## src/rtl/hwpe_vop_engine_pkg.sv

```systemverilog
// -----------------------------------------------------------------------------
// hwpe_ctrl_vfpu_package
// Shared types for the VFPU vector-operation engine.
//   vop_mode_e  : element-wise operation selected per job (ADD..XOR)
//   vop_state_e : job sequencing states of the engine controller
// -----------------------------------------------------------------------------
package hwpe_ctrl_vfpu_package;

    typedef enum logic [2:0] {
        VOP_ADD = 3'd0,
        VOP_SUB = 3'd1,
        VOP_MUL = 3'd2,
        VOP_MIN = 3'd3,
        VOP_MAX = 3'd4,
        VOP_AND = 3'd5,
        VOP_OR  = 3'd6,
        VOP_XOR = 3'd7
    } vop_mode_e;

    typedef enum logic [1:0] {
        IDLE  = 2'd0,
        RUN   = 2'd1,
        DRAIN = 2'd2,
        DONE  = 2'd3
    } vop_state_e;

endpackage

```

## src/rtl/hwpe_vop_engine_if.sv

```systemverilog
// -----------------------------------------------------------------------------
// hwpe_vop_engine_if
// Operand/result stream bundle of the vector-operation engine. Signal names
// keep the engine-relative _i/_o suffixes used by the surrounding HWPE.
//   op_valid_i  : per-stream valid, one bit per operand stream
//   op_data_i   : packed operand words, stream k at [k*DATA_WIDTH +: DATA_WIDTH]
//   op_ready_o  : common ready, all streams accept together
//   res_valid_o : result valid
//   res_data_o  : result word
//   res_ready_i : sink ready
// Modports: slave = engine side, master = source/sink side.
// -----------------------------------------------------------------------------
interface hwpe_vop_engine_if #(
    parameter int NB_OPERANDS = 2,
    parameter int DATA_WIDTH  = 32
);
    logic [NB_OPERANDS-1:0]            op_valid_i;
    logic [NB_OPERANDS*DATA_WIDTH-1:0] op_data_i;
    logic                              op_ready_o;
    logic                              res_valid_o;
    logic [DATA_WIDTH-1:0]             res_data_o;
    logic                              res_ready_i;

    modport slave (
        input  op_valid_i, op_data_i, res_ready_i,
        output op_ready_o, res_valid_o, res_data_o
    );

    modport master (
        output op_valid_i, op_data_i, res_ready_i,
        input  op_ready_o, res_valid_o, res_data_o
    );
endinterface

```

## src/rtl/hwpe_vop_alu.sv

```systemverilog
// -----------------------------------------------------------------------------
// hwpe_vop_alu
// Combinational N-operand fold: result = (((op0 f op1) f op2) ...) for the
// selected mode, truncated to DATA_WIDTH. MIN/MAX compare as signed.
//   mode     : operation (vop_mode_e)
//   operands : packed operands, operand k at [k*DATA_WIDTH +: DATA_WIDTH]
//   result   : folded result
// -----------------------------------------------------------------------------
module hwpe_vop_alu
    import hwpe_ctrl_vfpu_package::*;
#(
    parameter int NB_OPERANDS = 2,
    parameter int DATA_WIDTH  = 32
) (
    input  vop_mode_e                         mode,
    input  logic [NB_OPERANDS*DATA_WIDTH-1:0] operands,
    output logic [DATA_WIDTH-1:0]             result
);

    always_comb begin
        logic [DATA_WIDTH-1:0] acc;
        logic [DATA_WIDTH-1:0] rhs;
        // NOTE: every variable gets a value before any branch, so no path
        // through this block can leave one unassigned and infer a latch.
        acc = operands[DATA_WIDTH-1:0];
        rhs = '0;
        for (int i = 1; i < NB_OPERANDS; i++) begin
            rhs = operands[i*DATA_WIDTH +: DATA_WIDTH];
            case (mode)
                VOP_ADD: acc = acc + rhs;
                VOP_SUB: acc = acc - rhs;
                VOP_MUL: acc = acc * rhs;
                VOP_MIN: acc = ($signed(rhs) < $signed(acc)) ? rhs : acc;
                VOP_MAX: acc = ($signed(rhs) > $signed(acc)) ? rhs : acc;
                VOP_AND: acc = acc & rhs;
                VOP_OR:  acc = acc | rhs;
                VOP_XOR: acc = acc ^ rhs;
                default: acc = acc;
            endcase
        end
        result = acc;
    end

endmodule

```

## src/rtl/hwpe_vop_engine.sv

```systemverilog
// -----------------------------------------------------------------------------
// hwpe_vop_engine
// Streaming vector-operation engine: joins NB_OPERANDS element streams, folds
// each element through hwpe_vop_alu and a PIPE_STAGES-deep stallable pipeline,
// and emits one result per element or, in accumulate mode, one wrapped sum of
// all element results per job.
//   clk_i, rst_i : clock, asynchronous active-high reset
//   clear_i      : synchronous flush to IDLE (discards results in flight)
//   start_i      : job start pulse, honoured in IDLE only
//   mode_i       : operation, sampled at start
//   acc_en_i     : accumulate mode, sampled at start
//   len_i        : element count, sampled at start
//   stream       : operand/result streams (hwpe_vop_engine_if.slave)
//   busy_o       : controller not in IDLE
//   done_o       : one-cycle job-complete pulse
//   out_cnt_o    : results handed off in the current job
// -----------------------------------------------------------------------------
module hwpe_vop_engine
    import hwpe_ctrl_vfpu_package::*;
#(
    parameter int NB_OPERANDS = 2,
    parameter int DATA_WIDTH  = 32,
    parameter int PIPE_STAGES = 2,
    parameter int CNT_WIDTH   = 16
) (
    input  logic                 clk_i,
    input  logic                 rst_i,
    input  logic                 clear_i,
    input  logic                 start_i,
    input  logic [2:0]           mode_i,
    input  logic                 acc_en_i,
    input  logic [CNT_WIDTH-1:0] len_i,
    hwpe_vop_engine_if.slave     stream,
    output logic                 busy_o,
    output logic                 done_o,
    output logic [CNT_WIDTH-1:0] out_cnt_o
);

    localparam int LAST = PIPE_STAGES - 1;

    vop_state_e             state_q, state_d;
    vop_mode_e              mode_q;
    logic                   acc_en_q;
    logic [CNT_WIDTH-1:0]   len_q;
    logic [CNT_WIDTH-1:0]   in_cnt_q;
    logic [CNT_WIDTH-1:0]   out_cnt_q;
    logic [PIPE_STAGES-1:0] stage_valid_q;
    logic [DATA_WIDTH-1:0]  stage_data_q [PIPE_STAGES];
    logic [DATA_WIDTH-1:0]  acc_q;
    logic                   acc_valid_q;

    logic [DATA_WIDTH-1:0]  alu_res;
    logic                   start_ok;
    logic                   adv;
    logic                   accept;
    logic                   last_in;
    logic                   upstream_valid;
    logic                   leave;
    logic                   final_leave;
    logic                   res_valid;
    logic                   res_hs;
    logic                   last_hs;

    hwpe_vop_alu #(
        .NB_OPERANDS (NB_OPERANDS),
        .DATA_WIDTH  (DATA_WIDTH)
    ) u_alu (
        .mode     (mode_q),
        .operands (stream.op_data_i),
        .result   (alu_res)
    );

    // Any stage other than the last still holding an element.
    always_comb begin
        upstream_valid = 1'b0;
        for (int i = 0; i < LAST; i++) begin
            upstream_valid = upstream_valid | stage_valid_q[i];
        end
    end

    // The whole pipe moves only when the output slot is empty or being taken.
    assign adv      = !stage_valid_q[LAST] || stream.res_ready_i;
    assign start_ok = (state_q == IDLE) && start_i;
    assign last_in  = (in_cnt_q == len_q - CNT_WIDTH'(1));
    assign accept   = stream.op_ready_o && (&stream.op_valid_i);

    // An element leaving the last stage; in DRAIN with nothing behind it,
    // it is the final element of the job.
    assign leave       = stage_valid_q[LAST] && adv;
    assign final_leave = (state_q == DRAIN) && leave && !upstream_valid;

    // Accumulate mode hides the per-element results behind the sum register.
    assign res_valid = acc_en_q ? acc_valid_q : stage_valid_q[LAST];
    assign res_hs    = res_valid && stream.res_ready_i;
    assign last_hs   = (state_q == DRAIN) && res_hs && (acc_en_q || !upstream_valid);

    assign stream.op_ready_o  = (state_q == RUN) && (in_cnt_q < len_q) && adv;
    assign stream.res_valid_o = res_valid;
    assign stream.res_data_o  = acc_en_q ? acc_q : stage_data_q[LAST];

    assign busy_o    = (state_q != IDLE);
    assign done_o    = (state_q == DONE);
    assign out_cnt_o = out_cnt_q;

    always_comb begin
        state_d = state_q;
        if (clear_i) begin
            state_d = IDLE;
        end else begin
            case (state_q)
                IDLE:    if (start_i) state_d = (len_i == '0) ? DONE : RUN;
                RUN:     if (accept && last_in) state_d = DRAIN;
                DRAIN:   if (last_hs) state_d = DONE;
                DONE:    state_d = IDLE;
                default: state_d = IDLE;
            endcase
        end
    end

    always_ff @(posedge clk_i or posedge rst_i) begin
        // NOTE: state elements use non-blocking assignments so every register
        // samples pre-edge values regardless of statement order.
        if (rst_i) state_q <= IDLE;
        else       state_q <= state_d;
    end

    // Job parameters, counters and the accumulator.
    always_ff @(posedge clk_i or posedge rst_i) begin
        if (rst_i) begin
            mode_q      <= VOP_ADD;
            acc_en_q    <= 1'b0;
            len_q       <= '0;
            in_cnt_q    <= '0;
            out_cnt_q   <= '0;
            acc_q       <= '0;
            acc_valid_q <= 1'b0;
        end else if (clear_i) begin
            in_cnt_q    <= '0;
            out_cnt_q   <= '0;
            acc_q       <= '0;
            acc_valid_q <= 1'b0;
        end else if (start_ok) begin
            mode_q      <= vop_mode_e'(mode_i);
            acc_en_q    <= acc_en_i;
            len_q       <= len_i;
            in_cnt_q    <= '0;
            out_cnt_q   <= '0;
            acc_q       <= '0;
            acc_valid_q <= 1'b0;
        end else begin
            if (accept) in_cnt_q  <= in_cnt_q + CNT_WIDTH'(1);
            if (res_hs) out_cnt_q <= out_cnt_q + CNT_WIDTH'(1);
            if (acc_en_q && leave) acc_q <= acc_q + stage_data_q[LAST];
            // The sum is complete on the edge the final element leaves.
            if (acc_en_q && final_leave) acc_valid_q <= 1'b1;
            else if (res_hs)             acc_valid_q <= 1'b0;
        end
    end

    // Stallable pipeline; stage 0 registers the ALU output.
    always_ff @(posedge clk_i or posedge rst_i) begin
        if (rst_i) begin
            stage_valid_q <= '0;
            // NOTE: the stage data words are reset too, so res_data_o reads 0
            // during and after reset; a deep data buffer would skip this.
            for (int i = 0; i < PIPE_STAGES; i++) stage_data_q[i] <= '0;
        end else if (clear_i) begin
            stage_valid_q <= '0;
        end else if (adv) begin
            stage_valid_q[0] <= accept;
            stage_data_q[0]  <= alu_res;
            for (int i = 1; i < PIPE_STAGES; i++) begin
                stage_valid_q[i] <= stage_valid_q[i-1];
                stage_data_q[i]  <= stage_data_q[i-1];
            end
        end
    end

endmodule
```

## src/flat_wrapper.sv

```systemverilog
// flat-port wrapper written by rule: the top's interface ports become plain ports
module hwpe_vop_engine_flat import hwpe_ctrl_vfpu_package::*;
#(
    parameter int NB_OPERANDS = 2,
    parameter int DATA_WIDTH  = 32,
    parameter int PIPE_STAGES = 2,
    parameter int CNT_WIDTH   = 16
)
  (clk_i, rst_i, clear_i, start_i, mode_i, acc_en_i, len_i, busy_o, done_o, out_cnt_o, stream_op_valid_i, stream_op_data_i, stream_res_ready_i, stream_op_ready_o, stream_res_valid_o, stream_res_data_o);
  hwpe_vop_engine_if #(.NB_OPERANDS(NB_OPERANDS), .DATA_WIDTH(DATA_WIDTH)) stream_i ();
  input  logic clk_i;
  input  logic rst_i;
  input  logic clear_i;
  input  logic start_i;
  input  logic [2:0] mode_i;
  input  logic acc_en_i;
  input  logic [CNT_WIDTH-1:0] len_i;
  output logic busy_o;
  output logic done_o;
  output logic [CNT_WIDTH-1:0] out_cnt_o;
  input wire logic [$bits(stream_i.op_valid_i)-1:0] stream_op_valid_i;
  input wire logic [$bits(stream_i.op_data_i)-1:0] stream_op_data_i;
  input wire logic [$bits(stream_i.res_ready_i)-1:0] stream_res_ready_i;
  output wire logic [$bits(stream_i.op_ready_o)-1:0] stream_op_ready_o;
  output wire logic [$bits(stream_i.res_valid_o)-1:0] stream_res_valid_o;
  output wire logic [$bits(stream_i.res_data_o)-1:0] stream_res_data_o;
  assign stream_i.op_valid_i = stream_op_valid_i;
  assign stream_i.op_data_i = stream_op_data_i;
  assign stream_i.res_ready_i = stream_res_ready_i;
  assign stream_op_ready_o = stream_i.op_ready_o;
  assign stream_res_valid_o = stream_i.res_valid_o;
  assign stream_res_data_o = stream_i.res_data_o;
  hwpe_vop_engine #(.NB_OPERANDS(NB_OPERANDS), .DATA_WIDTH(DATA_WIDTH), .PIPE_STAGES(PIPE_STAGES), .CNT_WIDTH(CNT_WIDTH)) u_core (.clk_i(clk_i), .rst_i(rst_i), .clear_i(clear_i), .start_i(start_i), .mode_i(mode_i), .acc_en_i(acc_en_i), .len_i(len_i), .stream(stream_i), .busy_o(busy_o), .done_o(done_o), .out_cnt_o(out_cnt_o));
endmodule
```

## config.mk

```make
export PLATFORM = sky130hd
export DESIGN_NAME = hwpe_vop_engine_flat
export DESIGN_NICKNAME = d
export VERILOG_FILES = /design/src/rtl/hwpe_vop_engine_pkg.sv /design/src/rtl/hwpe_vop_engine_if.sv /design/src/rtl/hwpe_vop_alu.sv /design/src/rtl/hwpe_vop_engine.sv /design/src/flat_wrapper.sv
export SDC_FILE = /design/constraint.sdc
export NUM_CORES = 2
export LEC_CHECK = 0
export CORE_MARGIN = 5
export CORE_UTILIZATION = 55
export DETAILED_ROUTE_END_ITERATION = 8
export HOLD_SLACK_MARGIN = 0.02
export PLACE_DENSITY_LB_ADDON = 0.25
export REMOVE_ABC_BUFFERS = 1
export SETUP_SLACK_MARGIN = 0.02
export SYNTH_ARGS = -nofsm -noshare
export SYNTH_HDL_FRONTEND = slang
export SYNTH_SLANG_ARGS = --single-unit
```

## constraint.sdc

```tcl
create_clock -name clk_i -period 4.99 [get_ports clk_i]
set_input_delay 0.7485 -clock clk_i [delete_from_list [all_inputs] [get_ports clk_i]]
set_output_delay 0.7485 -clock clk_i [all_outputs]
set_load 0.01 [all_outputs]
```

After elaboration in Yosys (flattened, before gate mapping)
Index checks and enable logic that the tools add are counted.

operators by class
  bitwise gates (word level) = 4
  add/sub/neg operators = 6
  reduce and logical (&&, ||, !) cells = 30
  multiplexer cells = 26
  equal/unequal tests = 14
  multipliers = 1
  $lt $le $gt $ge = 3

operators by type and width
  kind                                                number
  case mux 32 bit (8 select lines)                    1
  two-way mux 32 bit                                  6
  two-way mux 16 bit                                  6
  adder 32 bit                                        2
  adder 16 x 1 -> 16 bit, second input constant       2
  bitwise AND 32 bit                                  1
  greater-than comparator 32 bit                      1
  < comparator 32 bit                                 1
  multiplier 32 x 32 -> 32 bit                        1
  OR 32 bit                                           1
  subtractor 32 bit                                   1
  XOR 32 bit                                          1
  == test 16 bit                                      1
  zero test 16 bit                                    1
  < comparator 16 bit                                 1
  subtractor 16 x 1 -> 16 bit, second input constant  1
  two-way mux 2 bit                                   7
  logical AND 1 bit                                   13
  == test 3 bit, second input constant                4
  nonzero test 3 bit                                  3
  case mux 2 bit (4 select lines)                     1
  == test 3 x 2 -> 1 bit, second input constant       2
  inequality test 3 bit, second input constant        2
  AND reduction 2 bit                                 3
  other kinds (13)                                    21

storage, ports and cells
  bits in registers = 153
  logic and storage cells = 95
  input port bits = 91
  output and inout port bits = 52

Depth between registers and ports, before layout
  depth after elaboration = 9
  mapped depth = 29
  depth with buffers taken out = 27

Modules after synthesis
Synthesis repeated with hierarchy kept, for this count alone.

second synthesis, totals
  cells, all modules = 3,573
  area total of the unflattened synthesis = 30,384.1 um2

modules (own cells, without submodules)
  module           instances  area an instance (um2)  cells an instance
  hwpe_vop_alu     1          21,177.8                2,660
  hwpe_vop_engine  1          9,206.3                 913

Worst setup path before layout
OpenSTA, ideal clock, no wires.

  kind = input to register
  start = input stream_op_data_i[34]
  end = register u_core.stage_data_q[62] (netlist bit)
  path slack = -2,905 ps
  setup time = 126 ps
  arrival = 7,769 ps
  buffers on the path = 2
  stages on the path = 26
  cells stage by stage = clkbuf_1 > clkinv_1 > clkbuf_1 > nor2_1 > fa_1 > inv_1 > fa_1 > fa_1 > fa_1 > inv_1 > fa_1 > inv_1 > fa_1 > inv_1 > fa_1 > fa_1 > ha_1 > nand2_1 > nor2_1 > a211oi_1 > o21ai_2 > a2111oi_1 > o41ai_1 > mux2i_1 > a221o_1 > o32a_1

on the way
  longest elaborated chain between the ends = 3
  elaborated cells between the ends (all ways) = 8
  classes of those cells = add/sub: 2; mul: 1; order compare: 2; mux: 3

RTL lines
  item                                                                  RTL line                source
  start, declared                                                       flat_wrapper.sv:22      input wire logic [$bits(stream_i.op_data_i)-1:0] stream_op_data_i;
  branches (longest 2 deep; another with multiplier 32 x 32 -> 32 bit)  --
  case mux 32 bit (8 select lines) *                                    hwpe_vop_alu.sv:29      case (mode)
  end signal, assigned by index                                         hwpe_vop_engine.sv:174  stage_data_q[i] <= stage_data_q[i-1];
  end, declared                                                         hwpe_vop_engine.sv:48   logic [DATA_WIDTH-1:0] stage_data_q [PIPE_STAGES];

Mark *: on every way between the ends.
A chain may end at the register's enable or synchronous reset.

Worst setup path after layout
  start = input stream_op_data_i[37]
  end = register u_core.stage_data_q[62] (netlist bit)

The elaborated chain is that of the path after synthesis.

==> summary.log <==
INFO  critical_path  critPathMaxFanout=5
INFO  clock_network  tritoncts=built
INFO  critical_path  worst_setup_path_start_kind=input port
INFO  clock_network  worst_setup_hold_path_clk_slew=0.07ns
INFO  finish         antennaDiodeCount=0
INFO  timing         max_clock_freq=138MHz
INFO  timing         unrepaired_setup_endpoints_after_global_routing=true
INFO  synth          ys_ff_latch=153
INFO  clock_network  clk_latency=0.44ns
INFO  global_route   antenna_found_initial=0
INFO  clock_network  max-clock-path-buffers=2
INFO  clock_network  cts.hold.buffers_added=0
INFO  critical_path  crit_type=in2reg
INFO  global_route   globalRouteTotalUtil=37.6%
INFO  drt            detail_route.wl_per_cell=23.8um
INFO  placed_design  routabilityCongestion=1.06
INFO  global_route   grt_first_pass_wirelength=172000um
INFO  critical_path  crit_end_category=flop
INFO  min_path       min_path_type=reg2reg
INFO  timing         timing_hold_violations_final=0
INFO  critical_path  crit_slowest_cell=sky130_fd_sc_hd__fa_2
INFO  clock_network  h_tree_level_count=4
INFO  die            dieWidth=243um
INFO  drt            finalWirelength=115000um
INFO  drt            detail_route.iter0.violations=3227
INFO  placed_design  dpl_cell_area=35600squm
INFO  synth          synth.avg_cell_area=8.42squm
INFO  timing         finClkSkew=0.0137ns
INFO  die            die_area=59000squm
INFO  min_path       worst_case_hold_path_end_point=u_core.stage_data_q[22]
INFO  finish         layout-area-overhead-vs-synth=32.0%
INFO  finish         final_net_count=4933
INFO  die            num_io_pins=143
INFO  synth          synth-edff-count=0
INFO  synth          synth.distinct_cells=80
INFO  synth          synth-compound-area-share=12.0%
INFO  critical_path  r2r.worst_path.cells=18
INFO  critical_path  crit_required=5.31ns
INFO  timing         maxSlewViolCount=0
INFO  min_path       hold_path_depth=2
INFO  critical_path  reg2reg_start=u_core.mode_q[1]
INFO  global_route   grt_pass1_vias=29283
INFO  timing         worst_slew_pin_slew=0.868ns
INFO  drt            vias=29185
INFO  finish         final.fill_count=3861
INFO  critical_path  timing.critical_path.arrival=7.59ns
INFO  synth          main_combinational_cell_family_by_area_after_synthesis=adder cells
INFO  finish         finalInstanceArea=39400squm
INFO  status         run_status=finished with violations
INFO  drt            detailedRoute.firstPassIterationCount=6
INFO  critical_path  regToRegSetupSlack=0.82ns
INFO  drt            drc=0
INFO  die            placementRows=85
INFO  synth          synth_fa_ha_area_share=40.4%
INFO  synth          synth.yosys.seq_area_share=12.8%
INFO  critical_path  r2r_end=u_core.stage_data_q[61]
INFO  synth          post_synth_instance_area=29800squm
INFO  global_route   grt_overflow=0
INFO  clock_network  clockRootBuffer=sky130_fd_sc_hd__clkbuf_16
INFO  drt            detail-route-antenna-nets=0
INFO  clock_network  numCtsBuffers=17
INFO  global_route   grt_start_max_net_pins=92
INFO  die            effective_utilization_at_floorplan=55.4%
INFO  die            placeableCoreArea=53800squm
INFO  timing         worst_case_headroom_to_the_max_slew_limit=42.1%
INFO  status         violated_checks=setup timing
INFO  min_path       timing.hold.worst.start=u_core.stage_data_q[54]
INFO  synth          mapped_cells=3539
INFO  critical_path  most_used_cell_cp=sky130_fd_sc_hd__fa_2
INFO  run            max_cap_viol_count=0
INFO  clock_network  cts_num_sinks=153
INFO  critical_path  crit_path_max_incr_delay=0.59ns
INFO  finish         share_of_final_layout_standard_cells_stronger_than_drive_strength_1=26.9%
INFO  synth          muxShareOfSynthArea=4.02%
INFO  synth          synth_area_in_xor_xnor=6.22%
INFO  synth          synth_simple_gate_area_share=16.1%
INFO  placed_design  port-buffer-count=142
INFO  timing         setup_violators_final=25
INFO  synth          ys_async_sr_fraction=100%
INFO  synth          postSynth.topFlopCell=sky130_fd_sc_hd__dfrtp_1
INFO  placed_design  detailed_place_hpwl=87200um
INFO  timing         layout_min_cycle_time=7.27ns
INFO  timing         finalCritPeriodShare=146%
INFO  die            chipHeight=243um
INFO  synth          yosys_warnings=0
INFO  timing         setup_slack=-2.28ns
INFO  drt            via_per_inst=6.04
==> cell families after synthesis <==
logic type	count (synthesis)
DFF	153
and+or+nand+nor	1139
xor gates and xnor gates	211
buffers and inverters	672
AOI/OAI and AO/OA	537
adders and majority gates	716
muxes	111
==> how the worst max path moves through the flow <==
stage | start | endpoint
4_1_cts | stream_op_data_i[37] | u_core.stage_data_q[62]
3_3_place_gp | stream_op_data_i[37] | u_core.stage_data_q[62]
3_5_place_dp | stream_op_data_i[34] | u_core.stage_data_q[62]
6_report | stream_op_data_i[37] | u_core.stage_data_q[62]
2_1_floorplan | stream_op_data_i[37] | u_core.stage_data_q[62]
5_1_grt | stream_op_data_i[37] | u_core.stage_data_q[62]
==> flip-flops by register name (all words and copies together) (netlist names) <==
signal and flops:
u_core.mode_q 3, u_core.in_cnt_q 16, u_core.acc_en_q 1, u_core.stage_data_q 64
u_core.stage_valid_q 2, u_core.state_q 2, u_core.acc_valid_q 1, u_core.len_q 16
u_core.out_cnt_o 16, u_core.acc_q 32
==> Yosys cell counts (all sizes together), types with 13 or more instances <==
cell	number	area [sq um]
nor3	40	205
clkinv	19	71.3
mux2i	52	533
a22oi	19	143
xnor2	140	1230
and2	13	81.3
inv	475	1780
o21bai	15	113
nor2	454	1700
a211oi	18	135
o21a	14	105
o22ai	23	144
a21oi	157	786
xor2	71	622
nand2	457	1720
and3	17	106
ha	306	3830
o21ai	89	449
a31oi	15	93.8
nand2b	24	150
a221oi	16	140
fa	410	8210
nor2b	13	81.3
a21o	43	323
o211ai	18	149
clkbuf	146	548
o22a	13	114
buf	32	126
mux2	59	664
nand3	50	250
nor4	13	81.3
nand4	14	87.6
o31ai	14	124
dfrtp	153	3830
==> cell type report <==
| class | instances | area, sq um | area share [%] |
|---|---|---|---|
| Multi-Input combinational cell | 2714 | 25300 | 64.3 |
| Timing Repair Buffer | 746 | 6760 | 17.2 |
| Sequential cell | 153 | 3830 | 9.73 |
| Inverter | 494 | 1980 | 5.04 |
| Tap cell | 696 | 871 | 2.21 |
| Clock buffer | 21 | 470 | 1.20 |
| Clock inverter | 10 | 140 | 0.356 |
==> routing by layer <==
layer	track usage, %	wire, um
met2	59.1	50900
met1	47.3	41700
met3	9.49	13700
met5	0	0
met4	21.8	8650
==> stage by stage <==
step,setup TNS (ns),hold slack (ns),cells,setup slack (ns),utilization [%]
2_1_floorplan,-45.03,0.439,3361,-2.74,-
3_3_place_gp,-67.61,0.451,4716,-3.45,66.2
3_5_place_dp,-68.99,0.455,4716,-3.45,66.2
4_1_cts,-38.45,0.469,4816,-2.09,71.7
5_1_grt,-44.17,0.502,4834,-2.35,73.1
6_report,-42.04,0.470,4834,-2.28,73.1
==> cell usage in the layout (no fill, tap or decap), drive strengths merged, types with 50 or more instances in the layout <==
cell type and count:
nor2 454, ha 306, mux2 59, nand3 50
mux2i 52, nand2 457, xor2 71, clkdlybuf4s50 93
xnor2 140, buf 621, dfrtp 153, inv 475
fa 410, a21oi 157, o21ai 89
==> worst max-delay path, delay by kind of cell <==
kind | cells | cell delay (ns)
AO/OA/AOI/OAI | 7 | 1.64
adder cells (fa/ha/maj) | 9 | 3.93
buffers and inverters | 8 | 0.85
multiplexers | 1 | 0.17
AND/OR/NAND/NOR | 2 | 0.25
==> repair_timing <==
action	CTS	global route
resized for setup	545	176
setup endpoints to repair	26	25
buffers inserted	68	28
cloned	3	0
pin swaps	188	106
Power is left out: the tool's default activity adds up to more than one toggle a clock period on the data nets, which glitch-free logic cannot reach.
